==> config.mk <==
export PLATFORM = sky130hd
export DESIGN_NAME = fetch_queue
export DESIGN_NICKNAME = d
export VERILOG_FILES = /design/src/rtl/fetch_queue.sv
export SDC_FILE = /design/constraint.sdc
export NUM_CORES = 1
export LEC_CHECK = 0
export ABC_AREA = 0
export CAP_MARGIN = 20
export CELL_PAD_IN_SITES_DETAIL_PLACEMENT = 0
export CELL_PAD_IN_SITES_GLOBAL_PLACEMENT = 2
export CORE_ASPECT_RATIO = 1.1
export CORE_UTILIZATION = 36
export DETAILED_ROUTE_END_ITERATION = 12
export PLACE_DENSITY = 0.77
export SETUP_SLACK_MARGIN = 0.4
export SYNTH_ARGS = -nofsm -noshare
export SYNTH_HDL_FRONTEND = slang
export SYNTH_SLANG_ARGS = --single-unit
==> constraint.sdc <==
create_clock -name clk -period 3.14 [get_ports clk]
set_input_delay 0.471 -clock clk [delete_from_list [all_inputs] [get_ports clk]]
set_output_delay 0.471 -clock clk [all_outputs]
set_load 0.01 [all_outputs]
==> src/rtl/fetch_queue.sv <==
// Decoupled fetch: owns the PC, one imem word per cycle into a DEPTH-entry queue; 1-cycle fetch-to-head latency.
// Fetch stalls when the queue is full and not draining; redirect flushes. FETCH_QUEUE_STATS_EN builds the stat counters.
module fetch_queue #(
    parameter int          DEPTH    = 4,
    parameter logic [31:0] RESET_PC = 32'h0000_0000
) (
    input  logic                     clk,
    input  logic                     reset,
    output logic [31:0]              imem_a,
    input  logic [31:0]              imem_rd,
    input  logic                     redirect,
    input  logic [31:0]              redirect_pc,
    input  logic                     deq,
    output logic [31:0]              instr,
    output logic [31:0]              instr_pc,
    output logic                     instr_valid,
    output logic [$clog2(DEPTH):0]   count,
    output logic [31:0]              stat_fetched,
    output logic [31:0]              stat_flushed,
    output logic [31:0]              stat_full_cycles
);

    localparam int          AW   = $clog2(DEPTH);
    localparam logic [AW:0] FULL = (AW+1)'(DEPTH);

    logic [31:0]   fetch_pc;
    logic [31:0]   mem_pc    [DEPTH];
    logic [31:0]   mem_instr [DEPTH];
    logic [AW-1:0] rd_ptr;
    logic [AW-1:0] wr_ptr;
    logic          space;
    logic          do_push;
    logic          do_pop;

    // A full queue can still accept a word when the head leaves in the same cycle.
    assign space   = (count < FULL) || (deq && instr_valid);
    assign do_push = space && !redirect;
    assign do_pop  = deq && instr_valid && !redirect;

    assign imem_a      = fetch_pc;
    assign instr_valid = (count != '0);
    assign instr       = instr_valid ? mem_instr[rd_ptr] : 32'h0000_0013;
    assign instr_pc    = instr_valid ? mem_pc[rd_ptr]    : 32'h0000_0000;

    always_ff @(posedge clk or posedge reset) begin
        if (reset) begin
            fetch_pc <= RESET_PC;
            rd_ptr   <= '0;
            wr_ptr   <= '0;
            count    <= '0;
        end else if (redirect) begin
            fetch_pc <= {redirect_pc[31:2], 2'b00};
            rd_ptr   <= '0;
            wr_ptr   <= '0;
            count    <= '0;
        end else begin
            if (do_push) begin
                fetch_pc <= fetch_pc + 32'd4;
                wr_ptr   <= wr_ptr + 1'b1;
            end
            if (do_pop)
                rd_ptr <= rd_ptr + 1'b1;
            case ({do_push, do_pop})
                2'b10:   count <= count + 1'b1;
                2'b01:   count <= count - 1'b1;
                default: count <= count;
            endcase
        end
    end

    always_ff @(posedge clk) begin
        if (do_push) begin
            mem_pc[wr_ptr]    <= fetch_pc;
            mem_instr[wr_ptr] <= imem_rd;
        end
    end

`ifdef FETCH_QUEUE_STATS_EN
    always_ff @(posedge clk or posedge reset) begin
        if (reset) begin
            stat_fetched     <= '0;
            stat_flushed     <= '0;
            stat_full_cycles <= '0;
        end else begin
            if (do_push)
                stat_fetched <= stat_fetched + 32'd1;
            if (redirect)
                stat_flushed <= stat_flushed + {{(31-AW){1'b0}}, count};
            if (count == FULL && !deq)
                stat_full_cycles <= stat_full_cycles + 32'd1;
        end
    end
`else
    assign stat_fetched     = 32'h0;
    assign stat_flushed     = 32'h0;
    assign stat_full_cycles = 32'h0;
`endif

endmodule

* Word level (Yosys, flattened, before mapping) *
Memory sizes are Yosys's and may differ from the RTL's.
Index checks and enable logic that the tools add are counted.

operators by class
  add/subtract/negate cells = 5
  order comparisons = 1
  eq/ne operators = 2
  multiplexer cells = 12
  reductions and logical operators = 9

operators by type and width
  cell                                                  number
  two-way mux 32 bit                                    4
  adder 32 x 3 -> 32 bit (second input constant)        1
  two-way mux 2 bit                                     4
  case mux 3 bit (2 select lines)                       1
  nonzero test 3 bit                                    2
  adder 2 x 1 -> 2 bit (second input constant)          2
  nonzero test 2 bit                                    2
  adder 3 x 1 -> 3 bit (second input constant)          1
  logical AND 1 bit                                     3
  < comparator 3 bit (second input constant)            1
  two-way mux 3 bit                                     1
  subtractor 3 x 1 -> 3 bit (second input constant)     1
  equality test 2 x 1 -> 1 bit (second input constant)  1
  equality test 2 bit (second input constant)           1
  two-way mux 1 bit                                     2
  logical NOT 1 bit                                     1
  logical OR 1 bit                                      1

word-level totals
  register bits = 39
  bits in writable memories = 256
  input port bits = 68
  output and inout bits = 196
  word-level logic and storage cells = 35
  memories kept = 2

memories
  memory     words  bits a word  rd ports  clocked after Yosys merged registers in  write ports  line  RTL
  mem_instr  4      32           1         0                                        1            28    logic [31:0] mem_instr [DEPTH];
  mem_pc     4      32           1         0                                        1            27    logic [31:0] mem_pc [DEPTH];

* Depth between registers and ports, before layout *
Gate-level depths: netlist of run 1.

  depth after elaboration = 7
  mapped depth = 6
  mapped depth without buffers = 5

* Worst setup path before layout of run 1 *
OpenSTA, ideal clock, no wires.

  kind = input -> register
  from = input port redirect
  to = memory mem_instr[0][0] (enable)
  library setup time = 427 ps
  data arrival time = 2,524 ps
  data required time = 2,713 ps
  path slack = 189 ps
  stages on the path = 4
  path buffers = 2
  cells stage by stage = clkbuf_1 inv_1 clkbuf_1 and3_1

between the ends
  cells in the longest elaborated chain, start to end = 4

RTL lines
  what                                     line  RTL
  start, declared                          11    input logic redirect,
  logical NOT 1 bit                        37    assign do_push = space && !redirect;
  logical AND 1 bit                        37
  two-way mux 1 bit                        72    if (do_push) begin
  two-way mux 1 bit (not written as such)  74    mem_instr[wr_ptr] <= imem_rd;
  end, declared                            28

No other way between the ends.

* Final worst setup path of run 1 *
  from = register rd_ptr[0]
  to = output port instr_pc[27]

between the ends
  cells in the longest elaborated chain, start to end = 2

RTL lines
  what                    line  RTL
  start, declared         29    logic [AW-1:0] rd_ptr;
  start signal, assigned  62    rd_ptr <= rd_ptr + 1'b1;
  memory (4 x 32 bit)     -
  two-way mux 32 bit      43    assign instr_pc = instr_valid ? mem_pc[rd_ptr] : 32'h0000_0000;
  end, declared           15    output logic [31:0] instr_pc,

No other way between the ends.

==> flow_summary.yaml, run 1 <==
final_layout:
  syn2layout_area_growth_pct: 29.6
  drive_above_1_share_pct: 26.8
  seqCellArea_um2: 8380
  instances_no_fill: 1438
  diodes: 0
  multi_input_area_um2: 3540
  final_core_util_pct: 47.7
  fill_cells: 2940
  layout.nets: 1057
routing:
  viasPerCell: 4.80
  highest_layer: "met4"
  wl_per_cell_um: 19.6
  met2WireLength_mm: 13.8
  drt-total-wl_mm: 28.1
  wl_met1_mm: 12.5
  vias: 6907
  postRouteAntennaNets: 0
  first_pass_iters: 4
  drt-initial-drc-count: 405
  route.detailed.drc: 0
  wl_met3_mm: 1.52
yosys:
  synth_warnings: 0
  ys_async_sr_fraction_pct: 13.0
  ys_seq_area_share_pct: 67.8
  synth-adder-area-share_pct: 0.668
  ys_types: 49
  ys.flop_type: "edfxtp_1"
  synth.area.mux_share_pct: 11.4
  synth_compound_area_share_pct: 2.88
  synth-simple-area-share_pct: 8.83
  synth_top_family_by_area: "multiplexers"
  netlist_area_um2: 12400
  netlist_instances: 753
  synth_xor_area_share_pct: 0.992
  synth_edf_count: 248
  syn_avg_cell_area_um2: 16.4
  ys_ff_latch: 285
setup_path:
  required_ps: 2670
  reg2reg_slack_ps: 870
  crit_path_start: "rd_ptr[0]"
  reg2reg_from: "imem_a[8]"
  setup.worst_path.end: "instr_pc[27]"
  start_kind: "register"
  worstReg2RegEnd: "imem_a[25]"
  crit_path_max_fanout: 6
  criticalPathCategory: "reg2out"
  worstSetupEndpointType: "output port"
  r2r_cells: 4
  worstPathArrival_ps: 2350
power:
  total_power_mw: 12.6
  leakagePower_nw: 5.73
  cellPowerDensity_nw_per_um2: 790
  vdd_drop_max_v: 0.000417
placement:
  gp_congestion: 0.757
  placed_cells: 1338
  io_buffers: 161
  dp_hpwl_mm: 17.3
clocking:
  tritoncts: "yes"
  clock_path_buffers: 3
  cts.sinks: 285
  cts_buffers: 30
  cts_hold_buf: 0
  clk_pin_slew_ps: 60
  cts-htree-levels: 1
  insertion_delay_ps: 540
  root_buffer: "clkbuf_16"
sta:
  worstMarginPinSlew_ps: 832
  fmax_mhz: 355
  hold_viol: 0
  hold_slack_ps: 420
  setup_tns_ps: 0
  setup_viol: 0
  max_slew_margin_pct: 44.5
  report.final.slew_viol_count: 0
  post-route-period-util_pct: 89.8
  skew_ps: 10.4
  layout_min_cycle_time_ps: 2820
  rsz0062_at_grt: "true"
min_path:
  hp-class: "in2async"
grt:
  overflow: 0
  grt_pass1_vias: 7040
  grt_antenna_before_repair: 0
  grt_max_degree: 38
  grtUsageTotal_pct: 16.2
  grt_pass1_wl_mm: 42.6
die:
  core_area_um2: 33500
  io_pins: 264
  die_x_um: 179
  initial_core_util_pct: 36.8
  die_area_um2: 35100
  rows: 70
  die_y_um: 196
run:
  maxCapViolCount: 0
status:
  run_status: "finished, final reports clean"
-- how the worst min path moves through the flow --
| stage | start | end | slack, ps | cells after the start |
|---|---|---|---|---|
| CTS | reset | imem_a[15] | 420 | 2 |
| global route | reset | imem_a[19] | 490 | 2 |
| detailed placement | wr_ptr[1] | wr_ptr[1] | 570 | 2 |
| global placement | wr_ptr[1] | wr_ptr[1] | 560 | 2 |
| floorplan | wr_ptr[1] | wr_ptr[1] | 540 | 2 |
| finish | reset | imem_a[22] | 420 | 2 |
-- layer usage --
metal  up-vias  global-route usage [%]
met2       193                    26.5
met5         -                       0
met4         0                    3.14
met3        32                    2.75
li1       3177                       -
met1      3505                    22.7
-- critical path, cell delays in order, from the launching register on --
cell     delay, ps
dfrtp_4        550
buf_6          160
buf_12         130
buf_16         140
buf_4          130
mux4_2         410
and2_4         170
buf_6          110
-- cells in the mapped netlist (3+ instances only) --
master    count  area (um2)
nand4_1      13        81.3
inv_1         6        22.5
buf_4       100         751
xor2_1        6        52.6
or3_1         5        31.3
mux4_2       62        1400
ha_1          5        62.6
edfxtp_1    248        7450
buf_2         7        35.0
o31ai_1       5        37.5
or2_2         6        37.5
nor3_1        5        25.0
clkbuf_1     23        86.3
nand3_1      11        55.1
xnor2_1       8        70.1
and3_1        9        56.3
nor2_1       17        63.8
a31oi_1      12        75.1
or4_1         8        60.1
dfrtp_1      37         926
and4_1        4        35.0
o21ai_0      20         100
nand2_1      33         124
and2_1       60         375
a21oi_1       6        30.0
nor4_1        3        18.8
o311ai_0      7        61.3
-- kinds of logic after synthesis --
logic type | after synthesis
flops | 285
simple gates | 189
buf+inv | 139
mux | 63
compound gates | 56
xor+xnor | 14
fa+ha+maj | 6
other cells | 1
-- report_power, final --
part	switching (mW)	total, mW	leakage [nW]	internal, mW
clock	1.40	3.48	0.484	2.08
combinational	1.84	4.31	2.54	2.47
sequential	0.244	4.86	2.71	4.62
-- flip-flops by register name, summed over array words and instances (netlist names) --
register	flops
mem_instr	128
count	3
rd_ptr	2
wr_ptr	2
mem_pc	120
imem_a	30
-- area by class of cell --
cell class	count	share of cell area (%)
Sequential cell	285	52.3
Multi-Input combinational cell	429	22.1
Timing Repair Buffer	231	15.9
Clock buffer	41	5.14
Tap cell	432	3.38
Clock inverter	14	0.969
Inverter	6	0.141
-- placed cells by master (no fill, tap or decap), drive strengths merged, types with 4 or more instances in the layout --
cell type and n:
nor2 17, dfrtp 37, clkinv 10, ha 5, inv 7, or2 6, dlygate4sd2 13, a21oi 6
xor2 6, a31oi 12, and4 4, nand3 11, edfxtp 248, o311ai 7, nor3 5, buf 112
o31ai 5, or4 10, clkdlybuf4s50 99, and2 60, mux4 62, or3 6, nand4 13, nand2 33
xnor2 8, and3 9, conb 101, o21ai 20, clkbuf 45
-- through the flow --
stage	area, um2	worst slack (ps)
global route	16000	252
CTS	15700	219
finish	16000	321
floorplan	12700	867
detailed placement	14300	513
global placement	14300	508
-- timing repair --
action                     in CTS  in global routing
pin swaps                       0                  2
resized for setup             198                 91
gates cloned                    7                  1
buffers inserted               27                 10
setup endpoints to repair      63                 60
Power figures use the tool's default switching activity.
==> run 2, diff against run 1 <==
--- a/config.mk
+++ b/config.mk
@@ -11,7 +11,9 @@
 export CELL_PAD_IN_SITES_GLOBAL_PLACEMENT = 2
 export CORE_ASPECT_RATIO = 1.1
 export CORE_UTILIZATION = 36
+export CTS_BUF_LIST = sky130_fd_sc_hd__clkbuf_8 sky130_fd_sc_hd__clkbuf_16
 export DETAILED_ROUTE_END_ITERATION = 12
+export HOLD_SLACK_MARGIN = 0.05
 export PLACE_DENSITY = 0.77
 export SETUP_SLACK_MARGIN = 0.4
 export SYNTH_ARGS = -nofsm -noshare
==> run 2 against run 1 <==
Compared with the run above: first-iteration DRC count fell by 5.7%; wire length rose by 0.13%; clock power barely moved; setup slack got worse by 1.4 ps; final area did not move; maximum frequency barely moved; total power fell by 0.22%; register-to-register slack improved by 20 ps; combinational power barely moved; critical path type unchanged; critical endpoint unchanged; largest power group unchanged; highest routed layer unchanged.
==> flow_summary.yaml, run 2 (synthesis gave the netlist of run 1 again) <==
clocking:
  insertion_delay_ps: 540
  cts-htree-levels: 1
  clock_path_buffers: 3
  clk_pin_slew_ps: 60
  cts.sinks: 285
  root_buffer: "clkbuf_16"
  tritoncts: "yes"
  cts_buffers: 30
power:
  leakagePower_nw: 5.77
  cellPowerDensity_nw_per_um2: 788
  vdd_drop_max_v: 0.000416
final_layout:
  final_common_cell: "edfxtp_1"
  layout_common_cells: "248 x edfxtp_1, 101 x conb_1, 99 x clkdlybuf4s50_1"
  diodes: 0
  syn2layout_area_growth_pct: 29.6
  multi_input_area_um2: 3540
  fill_cells: 2940
  drive_above_1_share_pct: 26.8
  largest_register: "mem_instr"
  largest_reg_flops: 128
  layout.nets: 1057
  seqCellArea_um2: 8380
grt:
  grt_max_degree: 38
  grt_pass1_vias: 7041
  grtUsageTotal_pct: 16.2
  grt_pass1_wl_mm: 42.6
  grt_antenna_before_repair: 0
  overflow: 0
sta:
  worstMarginPinSlew_ps: 830
  setup_viol: 0
  fmax_mhz: 355
  post-route-period-util_pct: 89.8
  setup_tns_ps: 0
  rsz0062_at_grt: "true"
  report.final.slew_viol_count: 0
  max_slew_margin_pct: 44.6
  setup_slack_ps: 319
  layout_min_cycle_time_ps: 2820
  hold_viol: 0
  hold_slack_ps: 419
  skew_ps: 10.6
setup_path:
  reg2reg_slack_ps: 890
  setup.worst_path.end: "instr_pc[27]"
  worstSetupEndpointType: "output port"
  cp_slowest_stage_delay_ps: 550
  r2r_cells: 4
  worstReg2RegEnd: "imem_a[25]"
  criticalPathCategory: "reg2out"
  critical_path.slowest_cell: "dfrtp_4"
  crit_path_max_fanout: 6
  crit_path_start: "rd_ptr[0]"
  path_buf_inv: 5
  required_ps: 2670
  path_common_cell: "buf_6"
  crit_chain: "buf_6, buf_12, buf_16, buf_4, mux4_2, and2_4, buf_6"
  path_delay_family: "buffers and inverters"
  worstPathArrival_ps: 2350
  reg2reg_from: "imem_a[8]"
  start_kind: "register"
  cp.depth: 7
die:
  core_area_um2: 33500
  initial_core_util_pct: 36.8
  rows: 70
  die_area_um2: 35100
  die_y_um: 196
  io_pins: 264
  die_x_um: 179
routing:
  drt-initial-drc-count: 382
  vias: 6927
  route.detailed.drc: 0
  postRouteAntennaNets: 0
  first_pass_iters: 4
  viasPerCell: 4.82
  wl_per_cell_um: 19.6
  drt-total-wl_mm: 28.2
min_path:
  hp-class: "in2async"
placement:
  dpl_worst_slack_ps: 513
  io_buffers: 161
  gp_congestion: 0.757
  dp_hpwl_mm: 17.3
status:
  run_status: "finished, final reports clean"
run:
  maxCapViolCount: 0
## run 2: cell count changes in the layout (fill, tap and decap cells not counted)
cell,delta
clkbuf_1,-9
inv_1,+9
## run 2: cell type report
type / instances / area share (%)
multi-input cells: 429 / 22.1
clock inverters: 23 / 1.18
inverters: 6 / 0.141
repair buffers: 231 / 15.9
flip-flops and latches: 285 / 52.3
clock buffers: 32 / 4.93
well taps: 432 / 3.38
## run 2: repair_timing
action | in CTS | in global routing
hold buffers | 0 | 0
endpoints found under the setup margin | 63 | 60
pin swaps | 0 | 2
buffers inserted | 27 | 10
gates cloned | 7 | 1
resized for setup | 198 | 91
## run 2: routing by layer
metal / vias to the layer above / part of all wire, % / global-route usage (%)
li1: 3179 / - / -
met1: 3527 / 45 / 22.7
met2: 189 / 49 / 26.5
met3: 32 / 5.2 / 2.75
met4: 0 / 1.4 / 3.14
met5: - / 0 / 0
## run 2: report_power, final
part | switching (mW) | leakage, nW | total (mW) | internal (mW)
clock | 1.40 | 0.521 | 3.45 | 2.05
sequential | 0.244 | 2.71 | 4.86 | 4.62
combinational | 1.83 | 2.54 | 4.30 | 2.47
total | 3.48 | 5.77 | 12.6 | 9.14
## run 2: worst min-delay path by stage
stage / start / to / slack [ps]
3_3_place_gp: wr_ptr[1] / wr_ptr[1] / 560
4_1_cts: reset / imem_a[15] / 420
3_5_place_dp: wr_ptr[1] / wr_ptr[1] / 570
2_1_floorplan: wr_ptr[1] / wr_ptr[1] / 540
6_report: reset / imem_a[22] / 420
5_1_grt: reset / imem_a[19] / 490
## run 2: metrics by stage
| step | area (um2) | utilization (%) | power (mW) | instances |
|---|---|---|---|---|
| after global routing | 16000 | 47.7 | 13.2 | 1438 |
| after floorplan | 12700 | - | 6.78 | 853 |
| after global placement | 14300 | 42.7 | 8.44 | 1338 |
| after detailed placement | 14300 | 42.7 | 8.48 | 1338 |
| final | 16000 | 47.7 | 12.6 | 1438 |
| after CTS | 15700 | 46.7 | 12.3 | 1427 |
==> run 3, diff against run 2 <==
--- a/config.mk
+++ b/config.mk
@@ -12,6 +12,7 @@
 export CORE_ASPECT_RATIO = 1.1
 export CORE_UTILIZATION = 36
 export CTS_BUF_LIST = sky130_fd_sc_hd__clkbuf_8 sky130_fd_sc_hd__clkbuf_16
+export CTS_CLUSTER_DIAMETER = 50
 export DETAILED_ROUTE_END_ITERATION = 12
 export HOLD_SLACK_MARGIN = 0.05
 export PLACE_DENSITY = 0.77
==> run 3 against run 2 <==
Compared with the run above: maximum frequency increased by 0.86%; wire length rose by 0.31%; total power is 2.2% lower; first-iteration DRC count is 16% higher; via count increased by 0.29%; core utilization is 0.35 points lower; critical path depth stayed put; sequential cell count stayed put; final area decreased by 0.73%; clock-buffer cell count increased by 1; critical path type unchanged; largest cell class unchanged.
==> flow_summary.yaml, run 3 (synthesis gave the netlist of run 1 again) <==
setup_path:
  worstReg2RegEnd: "imem_a[25]"
  crit_path_start: "rd_ptr[0]"
  reg2reg_from: "imem_a[13]"
  criticalPathCategory: "reg2out"
  reg2reg_slack_ps: 910
  required_ps: 2670
  worstSetupEndpointType: "output port"
  worstPathArrival_ps: 2330
  start_kind: "register"
  r2r_cells: 4
  crit_path_max_fanout: 6
die:
  core_area_um2: 33500
  die_area_um2: 35100
  initial_core_util_pct: 36.8
  rows: 70
  die_y_um: 196
  io_pins: 264
  die_x_um: 179
min_path:
  hp-class: "in2async"
grt:
  grt_max_degree: 38
  grtUsageTotal_pct: 16.1
  overflow: 0
  grt_antenna_before_repair: 0
  grt_pass1_vias: 7034
  grt_pass1_wl_mm: 42.4
routing:
  vias: 6947
  wl_per_cell_um: 19.6
  drt-initial-drc-count: 444
  route.detailed.drc: 0
  postRouteAntennaNets: 0
  first_pass_iters: 4
  drt-total-wl_mm: 28.3
  viasPerCell: 4.83
clocking:
  insertion_delay_ps: 550
  cts.sinks: 285
  root_buffer: "clkbuf_16"
  tritoncts: "yes"
  cts_buffers: 31
  clk_pin_slew_ps: 60
  clock_path_buffers: 3
  cts-htree-levels: 1
final_layout:
  layout.nets: 1059
  diodes: 0
  syn2layout_area_growth_pct: 28.7
  largest_register: "mem_instr"
  final_common_cell: "edfxtp_1"
  drive_above_1_share_pct: 26.2
  layout_common_cells: "248 x edfxtp_1, 101 x conb_1, 99 x clkdlybuf4s50_1"
  largest_reg_flops: 128
sta:
  worstMarginPinSlew_ps: 824
  max_slew_margin_pct: 45.0
  setup_viol: 0
  post-route-period-util_pct: 89.1
  rsz0062_at_grt: "true"
  hold_viol: 0
  setup_tns_ps: 0
  skew_ps: 11.7
  layout_min_cycle_time_ps: 2800
  fmax_mhz: 358
  report.final.slew_viol_count: 0
status:
  run_status: "finished, final reports clean"
power:
  leakagePower_nw: 5.72
  total_power_mw: 12.3
  cellPowerDensity_nw_per_um2: 777
  vdd_drop_max_v: 0.000397
placement:
  dp_hpwl_mm: 17.3
  gp_congestion: 0.757
  io_buffers: 161
run:
  maxCapViolCount: 0
## run 3: changes by cell type in the layout (fill, tap and decap cells not counted), moves of 2 or more
cell and delta:
clkbuf_2 +4, clkinv_2 -3, and2_1 +6, clkinv_1 +4, buf_2 +10, and2_4 -6, buf_6 -14, inv_1 -2
bufinv_16 -2
## run 3: metrics by stage
step / setup WS, ps / util, % / instance area [um2] / hold WS (ps) / instances
2_1_floorplan: 867 / - / 12700 / 538 / 853
3_3_place_gp: 508 / 42.7 / 14300 / 559 / 1338
3_5_place_dp: 513 / 42.7 / 14300 / 575 / 1338
4_1_cts: 213 / 46.6 / 15600 / 437 / 1429
5_1_grt: 268 / 47.4 / 15900 / 490 / 1439
6_report: 343 / 47.4 / 15900 / 415 / 1439
## run 3: timing repair
action,4_1_cts,5_1_grt
pin swaps,0,2
hold buffers,0,0
gates resized for setup,199,68
endpoints found under the setup margin,63,59
gates cloned,7,2
setup buffers,29,8
## run 3: layout make-up
type | instances | area [um2]
fillers | 2951 | 17600
well taps | 432 | 541
repair buffers | 232 | 2480
multi-input cells | 429 | 3530
inverters | 6 | 22.5
clock inverters | 22 | 138
clock buffers | 33 | 803
flip-flops and latches | 285 | 8380
## run 3: worst max-delay path, stage by stage, from the launching register on
cell and delay [ps]:
dfrtp_4 530, buf_6 150, buf_12 130, buf_16 140, buf_4 130, mux4_2 410, and2_1 170, clkbuf_2 120
## run 3: worst max-delay path by stage
stage                      endpoint  slack (ps)  cells after the start
floorplan           mem_instr[0][0]         870                      4
global placement         imem_a[23]         510                      5
detailed placement       imem_a[23]         510                      5
CTS                    instr_pc[21]         210                      4
global route           instr_pc[27]         270                      7
finish                 instr_pc[27]         340                      7
## run 3: report_power, final
part	internal (mW)	leakage (nW)	switching [mW]
sequential	4.62	2.71	0.238
clock	1.91	0.489	1.40
combinational	2.35	2.52	1.82
total	8.88	5.72	3.46
## run 3: metal layers
| metal | global-route usage [%] | part of all wire, % | up-vias |
|---|---|---|---|
| met5 | 0 | 0 | - |
| met4 | 3.23 | 1.4 | 0 |
| met3 | 2.87 | 5.3 | 30 |
| met2 | 26.3 | 49 | 191 |
| met1 | 22.5 | 45 | 3550 |
| li1 | - | - | 3176 |
